<file path="src/rtl/stopit_pkg.sv">
`default_nettype none
// ============================================================================
//  Module      : stopit_pkg
//  Description : Definitions shared by the Stop It game blocks. It holds the
//                game time width and the countdown timer state encoding.
//  Revision    : 1.0  initial release
// ============================================================================
package stopit_pkg;

    // Width of the game time counters (ticks of the 4 Hz game clock).
    localparam int TIME_W = 5;

    // Countdown timer states.
    typedef enum logic [1:0] {
        ST_IDLE = 2'd0,   // loaded, not started
        ST_RUN  = 2'd1,   // decrementing
        ST_HOLD = 2'd2,   // paused
        ST_DONE = 2'd3    // expired
    } timer_state_t;

endpackage : stopit_pkg
`default_nettype wire

</file>
<file path="src/rtl/countdown_timer.sv">
`default_nettype none
// ============================================================================
//  Module      : countdown_timer
//  Description : Loadable, pausable down-counter for the Stop It game. It
//                counts one tick per 4 Hz clock edge while running. On
//                reaching zero it raises a one-cycle expiry pulse and a sticky
//                done level, which holds until the next load.
//  Ports       : clk_4_i     - 4 Hz game clock (rising edge)
//                rst_ni      - asynchronous active-low reset
//                load_i      - load load_val_i this edge
//                load_val_i  - time budget in ticks (unsigned)
//                start_i     - begin / resume counting
//                pause_i     - freeze counting while running
//                count_o     - remaining ticks (registered)
//                busy_o      - high while running
//                expired_o   - one-cycle pulse when the budget runs out
//                done_o      - high while expired, until the next load
//  Revision    : 1.0  initial release
// ============================================================================
module countdown_timer
    import stopit_pkg::*;
#(
    parameter int WIDTH = TIME_W
) (
    input  logic             clk_4_i,
    input  logic             rst_ni,
    input  logic             load_i,
    input  logic [WIDTH-1:0] load_val_i,
    input  logic             start_i,
    input  logic             pause_i,
    output logic [WIDTH-1:0] count_o,
    output logic             busy_o,
    output logic             expired_o,
    output logic             done_o
);

    localparam logic [WIDTH-1:0] C_ZERO = '0;
    localparam logic [WIDTH-1:0] C_ONE  = {{(WIDTH-1){1'b0}}, 1'b1};

    timer_state_t     r_state;
    logic [WIDTH-1:0] r_count;
    logic             r_expired;

    timer_state_t     w_state_nxt;
    logic [WIDTH-1:0] w_count_nxt;
    logic             w_expired_nxt;
    logic [WIDTH-1:0] w_eff_count;

    // A start sees the freshly loaded value when load and start coincide.
    assign w_eff_count = load_i ? load_val_i : r_count;

    always_comb begin
        w_state_nxt   = r_state;
        w_count_nxt   = r_count;
        w_expired_nxt = 1'b0;

        case (r_state)
            ST_IDLE, ST_HOLD: begin
                // Pause has no effect here; start (possibly with load) wins.
                if (start_i) begin
                    if (w_eff_count != C_ZERO) begin
                        w_state_nxt = ST_RUN;
                        w_count_nxt = w_eff_count;
                    end else begin
                        w_state_nxt   = ST_DONE;
                        w_count_nxt   = C_ZERO;
                        w_expired_nxt = 1'b1;
                    end
                end else if (load_i) begin
                    w_count_nxt = load_val_i;
                end
            end

            ST_RUN: begin
                if (load_i) begin
                    // A reload while running does not decrement on this edge.
                    w_count_nxt = load_val_i;
                    if (load_val_i == C_ZERO) begin
                        w_state_nxt   = ST_DONE;
                        w_expired_nxt = 1'b1;
                    end
                end else if (pause_i) begin
                    w_state_nxt = ST_HOLD;
                end else if (r_count == C_ONE) begin
                    w_state_nxt   = ST_DONE;
                    w_count_nxt   = C_ZERO;
                    w_expired_nxt = 1'b1;
                end else if (r_count == C_ZERO) begin
                    // RUN is never entered with a zero count. Recover quietly
                    // without a pulse rather than wrapping.
                    w_state_nxt = ST_DONE;
                end else begin
                    w_count_nxt = r_count - C_ONE;
                end
            end

            ST_DONE: begin
                w_count_nxt = C_ZERO;
                if (load_i) begin
                    if (start_i) begin
                        if (load_val_i != C_ZERO) begin
                            w_state_nxt = ST_RUN;
                            w_count_nxt = load_val_i;
                        end else begin
                            // Reload of zero with start: expire again. This
                            // is a new load, so a second pulse is allowed.
                            w_expired_nxt = 1'b1;
                        end
                    end else begin
                        w_state_nxt = ST_IDLE;
                        w_count_nxt = load_val_i;
                    end
                end
            end

            default: begin
                w_state_nxt = ST_IDLE;
                w_count_nxt = C_ZERO;
            end
        endcase
    end

    always_ff @(posedge clk_4_i or negedge rst_ni) begin
        if (!rst_ni) begin
            r_state   <= ST_IDLE;
            r_count   <= C_ZERO;
            r_expired <= 1'b0;
        end else begin
            r_state   <= w_state_nxt;
            r_count   <= w_count_nxt;
            r_expired <= w_expired_nxt;
        end
    end

    // Outputs come straight from registers or are decoded from the state
    // register only, so inputs have no combinational path to them.
    assign count_o   = r_count;
    assign expired_o = r_expired;
    assign busy_o    = (r_state == ST_RUN);
    assign done_o    = (r_state == ST_DONE);

endmodule : countdown_timer
`default_nettype wire
</file>
<file path="config.mk">
export PLATFORM = sky130hd
export DESIGN_NAME = countdown_timer
export DESIGN_NICKNAME = d
export VERILOG_FILES = /design/src/rtl/stopit_pkg.sv /design/src/rtl/countdown_timer.sv
export SDC_FILE = /design/constraint.sdc
export NUM_CORES = 1
export LEC_CHECK = 0
export BUFFER_PORTS_ARGS = -buffer_cell sky130_fd_sc_hd__clkbuf_2
export CORE_MARGIN = 10
export CORE_UTILIZATION = 25
export CTS_BUF_LIST = sky130_fd_sc_hd__clkbuf_2
export DETAILED_ROUTE_END_ITERATION = 12
export PLACE_DENSITY = 0.44
export SYNTH_ARGS = -nofsm -noshare
export SYNTH_HDL_FRONTEND = slang
export SYNTH_SLANG_ARGS = --single-unit
</file>
<file path="constraint.sdc">
create_clock -name clk_4_i -period 1.8 [get_ports clk_4_i]
set_clock_uncertainty 0.15 [all_clocks]
set_input_delay 0 -clock clk_4_i [delete_from_list [all_inputs] [get_ports clk_4_i]]
set_output_delay 0 -clock clk_4_i [all_outputs]
set_load 0.005 [all_outputs]
</file>
# Word-level counts from Yosys, hierarchy flattened
# Index checks and enable logic that the tools add are counted.
totals:
  register_bits: 8
  latch_bits: 0
  ramBits: 0
  rom_bits: 0
  input_bits: 10
  out_inout_bits: 8
  word_cells: 55
  mem_count: 0
op_classes:
  addsub: 1
  multipliers: 0
  div_mod_pow: 0
  magnitude_cmp: 0
  n_eq_ne: 11
  n_shift: 0
  n_mux: 32
  n_bitwise: 0
  n_reduce_logical: 8
ops:
  columns: ["cell", "count"]
  rows:
  - ["$mux W5", 10]
  - ["$mux W2", 10]
  - ["$pmux W5 S3", 1]
  - ["$logic_not A5 Y1", 2]
  - ["$reduce_bool A5 Y1", 2]
  - ["$mux W1", 9]
  - ["$ne A3 B2 Y1 const B", 2]
  - ["$pmux W2 S3", 1]
  - ["$eq A5 B1 Y1 const B", 1]
  - ["$ne A5 B3 Y1 const B", 1]
  - ["$reduce_and A5 Y1", 1]
  - ["$sub A5 B1 Y5 const B", 1]
  - ["$eq A2 B2 Y1 const B", 2]
  - ["$ne A2 B2 Y1 const B", 2]
  - ["$ne A4 B4 Y1 const B", 1]
  - ["$ne A3 B3 Y1 const B", 1]
  - ["$pmux W1 S3", 1]
  - ["$eq A2 B1 Y1 const B", 1]
  - ["$logic_not A2 Y1", 1]
  - ["$reduce_and A2 Y1", 1]
  - ["$reduce_or A2 Y1", 1]

# Depth between registers and ports, before layout
depth:
  ltp_word: 6
  ltp_mapped: 6
  depth_no_buf: 6

# Least setup slack after synthesis
# No wires, ideal clock.
synth_timing:
  path_type: "flip-flop to flip-flop"
  from: "register r_count[1] (netlist: count_o[1])"
  to: "register r_state[1]"
  setup_time_ps: 83
  arrival_ps: 1597
  t_required_ps: 1567
  path_slack_ps: -29
  stages_incl_launch_ff: 5
  path_buffers: 0
  synth_period_minus_slack_ps: 1829
  path_cell_list: "dfrtp_1 or3_4 or4_1 a311o_1 o21ai_0"
synth_via:
  elab_chain_cells: 5
  word_cells_on_any_way: 12
  cone_classes: "eq/ne (2); mux (7); reduce/logical (3)"
synth_rtl:
  columns: ["item", "line", "rtl"]
  rows:
  - ["start: declaration", "countdown_timer.sv:41", "logic [WIDTH-1:0] r_count;"]
  - ["start signal: assignment", "countdown_timer.sv:130", "r_count <= w_count_nxt;"]
  - ["$eq A5 B1 Y1 / $mux W5 (equally long branches)", null, null]
  - ["$mux W2 / $reduce_bool A5 Y1 (equally long branches)", "countdown_timer.sv:84, countdown_timer.sv:61", null]
  - ["$mux W2, on equally long branches", "countdown_timer.sv:82, countdown_timer.sv:61", null]
  - ["$mux W2, on equally long branches", "countdown_timer.sv:75, countdown_timer.sv:60", null]
  - ["$pmux W2 S3", "countdown_timer.sv:57", "case (r_state)"]
  - ["end signal: assignment", "countdown_timer.sv:129", "r_state <= w_state_nxt;"]
  - ["end: declaration", "countdown_timer.sv:40", "timer_state_t r_state;"]
# Several ways; a longest one is shown, not always the timed one. The select of a mux whose other input is x is not followed.
# A chain may end at the register's enable or synchronous reset.

# Worst setup path in the final report
layout_timing:
  from: "register r_count[2] (netlist: count_o[2])"
  to: "register r_count[1] (netlist: count_o[1])"
layout_via:
  elab_chain_cells: 5
  word_cells_on_any_way: 12
  cone_classes: "eq/ne (2); mux (7); reduce/logical (3)"
layout_rtl:
  columns: ["item", "line"]
  rows:
  - ["$eq A5 B1 Y1 / $mux W5 (equally long branches)", null]
  - ["$mux W5 / $reduce_bool A5 Y1 (equally long branches)", "countdown_timer.sv:84, countdown_timer.sv:61"]
  - ["$mux W5, on equally long branches", "countdown_timer.sv:82, countdown_timer.sv:61"]
  - ["$mux W5, on equally long branches", "countdown_timer.sv:75, countdown_timer.sv:60"]
  - ["$pmux W5 S3", "countdown_timer.sv:57"]
# Several ways; a longest one is shown, not always the timed one. The select of a mux whose other input is x is not followed.

==> implementation parameters <==
Parameter                              Value

Run status
  Status    finished, final reports clean

Detailed routing
  Final ANT Viol Nets    0
  DRT Wirelength    2356 um
  Detailed Routing Iterations Pass 1    4
  Vias post-DR    766
  Met2 wire len    1105 um
  Length of routed met3 wiring    133 um
  Vias per std cell    5.141
  DRC viols    0
  Average wire per cell in the routed design    15.81 um
  Wl on met1    1090 um
  Top routing layer in use    met4
  DRC marker count from the first detailed-route iteration    28

Worst hold path
  End of the worst hold path    count_o[0]
  Classification of the worst-slack hold path    in2reg
  Start point of the worst hold path    load_i
  Hold path cells    3

Timing
  Period utilization    98.57%
  RSZ-0062 raised after global routing    true
  Total Neg Setup Slack    0 ps
  Transition at the pin with the smallest max-transition slack    405.4 ps
  Hold violation total from the final report    0
  Pins Over Slew Limit    0
  Minimum hold slack    26.34 ps
  Final min period    1774 ps
  Highest clock rate    0.5636 GHz
  Slew Limit Headroom    72.98%
  Total setup violations reported at the end of the flow    0

Synth
  Total of flip-flops plus latches after synthesis    8
  Number of synthesized flops with an enable pin    0
  Count of warnings emitted by yosys    0
  Proportion of synthesized flip-flops having asynchronous set or reset    100.0%
  Area of the mapped netlist    624.3 sq um
  Sequential share of the synthesized area    32.06%
  Gate Count Post-Synth    77
  Top flip-flop cell by instance count after synthesis    dfrtp_1
  Mean instance size in the synthesized netlist    8.108 sq um
  Syn nets    90
  Distinct cell type count after synthesis    33

Final layout
  Total Nets Final    134
  Layout cells sized above 1    45.38%
  Leading cell types in the layout, fill and taps excluded    clkbuf_2 (20), buf_4 (15), dlygate4sd3_1 (10)
  Final instance area    1035 sq um
  Commonest non-fill, non-tap cell in the layout    clkbuf_2
  Layout overhead on the synthesized area    65.73%
  Number of fillers in the final layout    258
  Number of diodes added for antenna fixing    0

Die
  Chip width    69.98 um
  Area of the die    4897 sq um
  Total core area    2432 sq um
  Boundary Pins    18
  Site row count    18
  Starting utilization of the core area    25.67%
  Die outline height    69.98 um

Global route
  First-pass GRT wire length    3788 um
  Via count of the first global-routing pass    815
  Sum of overflow across all layers after global routing    0
  GRT Overall Usage    9.091%
  Number of antenna violations at the first check in global routing    0
  Largest net degree at the start of global routing    15

Worst setup path
  Type of the worst setup path    reg2reg
  Register-to-register path setup slack    30 ps
  Crit path launch type    flop
  Data arrival at the endpoint of the critical path    1760 ps
  Max stage delay on crit path    390 ps
  Slowest stage cell on the critical path    dfrtp_1
  Cells along the critical path    buf_4 -> nor3_2 -> a31oi_2 -> buf_4 -> a22o_1 -> a31o_2
  R2r worst-path depth    6
  Most repeated library cell on the critical path    buf_4
  Capture point of the worst reg-to-reg path    count_o[1]
  Sort of element at the end of the critical path    flop
  Worst reg2reg startpoint    count_o[2]
  Peak fanout along the critical path    5
  Required time of the critical path    1780 ps

Power
  Total Power    0.8952 mW
  Leakage component of the power    0.4887 nW
  Worst voltage drop across the vdd grid    0.4253 mV
  Power density normalized to cell area    865.2 nW/um^2

Placement
  Final weighted congestion in routability-driven placement    0.7979
  Number of port buffers    17
  HPWL Detailed    1729 um
  Placed Instance Area    847.1 sq um

Clock network
  CTS Buf Count    3
  Num Clock Sinks    8
  Number of buffers added for setup after CTS    0
  Clock Tree Buf Depth    2
  Clock-pin slew on the worst setup and hold paths    90 ps
  Insertion delay to the later sink of the worst-skew pair    240 ps
  H-tree lvl count    1
  Cell at the root of the clock tree    clkbuf_2
  Clock tree from TritonCTS    done

Run
  Max Cap Viol    0
==> through the flow <==
| stage | instances | util, % | worst slack, ps |
|---|---|---|---|
| after detailed placement | 136 | 34.83 | -119.3 |
| after global placement | 136 | 34.83 | -88.45 |
| final | 149 | 42.54 | 25.68 |
| after CTS | 149 | 40.23 | 1.771 |
| after global routing | 149 | 42.54 | -45.94 |
| after floorplan | 77 | - | -29.38 |
==> power by group <==
part | switching [mW] | internal [mW] | total [mW]
logic | 0.268 | 0.264 | 0.532
clock network | 0.0682 | 0.0455 | 0.114
registers | 0.0344 | 0.215 | 0.250
total | 0.371 | 0.524 | 0.895
==> sequential cells by signal, summed over array words and instances (netlist names) <==
signal,count
expired_o,1
r_state,2
count_o,5
==> per-layer routing <==
layer	up-vias	GRT usage, %
met2	26	14.00
met4	0	3.070
met1	363	11.43
met3	4	3.107
met5	-	0
li1	373	-
==> final cells by class <==
| cell class | instances | area, sq um | share of cell area [%] |
|---|---|---|---|
| clock buffers | 3 | 15.01 | 1.451 |
| inverters | 7 | 26.28 | 2.539 |
| multi-input cells | 59 | 457.9 | 44.26 |
| flip-flops and latches | 8 | 200.2 | 19.35 |
| well taps | 30 | 37.54 | 3.628 |
| repair buffers | 42 | 297.8 | 28.78 |
==> worst max path at each step <==
stage,start,to,slack (ps),cells past startpoint
2_1_floorplan,count_o[1],r_state[1],-30,4
3_3_place_gp,count_o[2],count_o[3],-90,5
3_5_place_dp,count_o[1],count_o[4],-120,6
4_1_cts,count_o[0],count_o[4],2,6
5_1_grt,count_o[2],count_o[0],-50,6
6_report,count_o[2],count_o[1],30,6
==> repair_timing <==
item	in CTS	in global routing
cloned	0	0
setup endpoints to repair	5	6
hold endpoints to repair	16	0
hold buffers	10	0
pin swaps	3	5
resized for setup	5	16
==> synth_stat cells, drive strengths merged (2+ instances only) <==
| cell type | instances | area [sq um] |
|---|---|---|
| nand2 | 6 | 22.52 |
| nor2b | 2 | 12.51 |
| and3b | 2 | 18.77 |
| dfrtp | 8 | 200.2 |
| a21oi | 3 | 15.01 |
| ha | 3 | 37.54 |
| a31o | 2 | 17.52 |
| nor2 | 7 | 26.28 |
| nor3 | 5 | 25.02 |
| inv | 7 | 26.28 |
| o21ai | 6 | 30.03 |
| clkbuf | 2 | 7.510 |
| a22o | 2 | 17.52 |
| o31ai | 3 | 22.52 |
| a31oi | 2 | 12.51 |
==> worst max-delay path: cells and delay by family (launching register included) <==
family                 cells  cell delay, ps
AND/OR/NAND/NOR            1             270
flip-flops                 1             390
AO/OA/AOI/OAI              3             530
buffers and inverters      2             320
==> logic make-up after synthesis <==
group,Yosys count,share of synthesized area (%)
fa+ha+maj,3,6.013
mux,1,1.603
simple gates,31,27.26
compound gates,24,26.86
flops,8,32.06
buf+inv,10,6.213
Note: power is estimated with default switching activity, not from simulation.
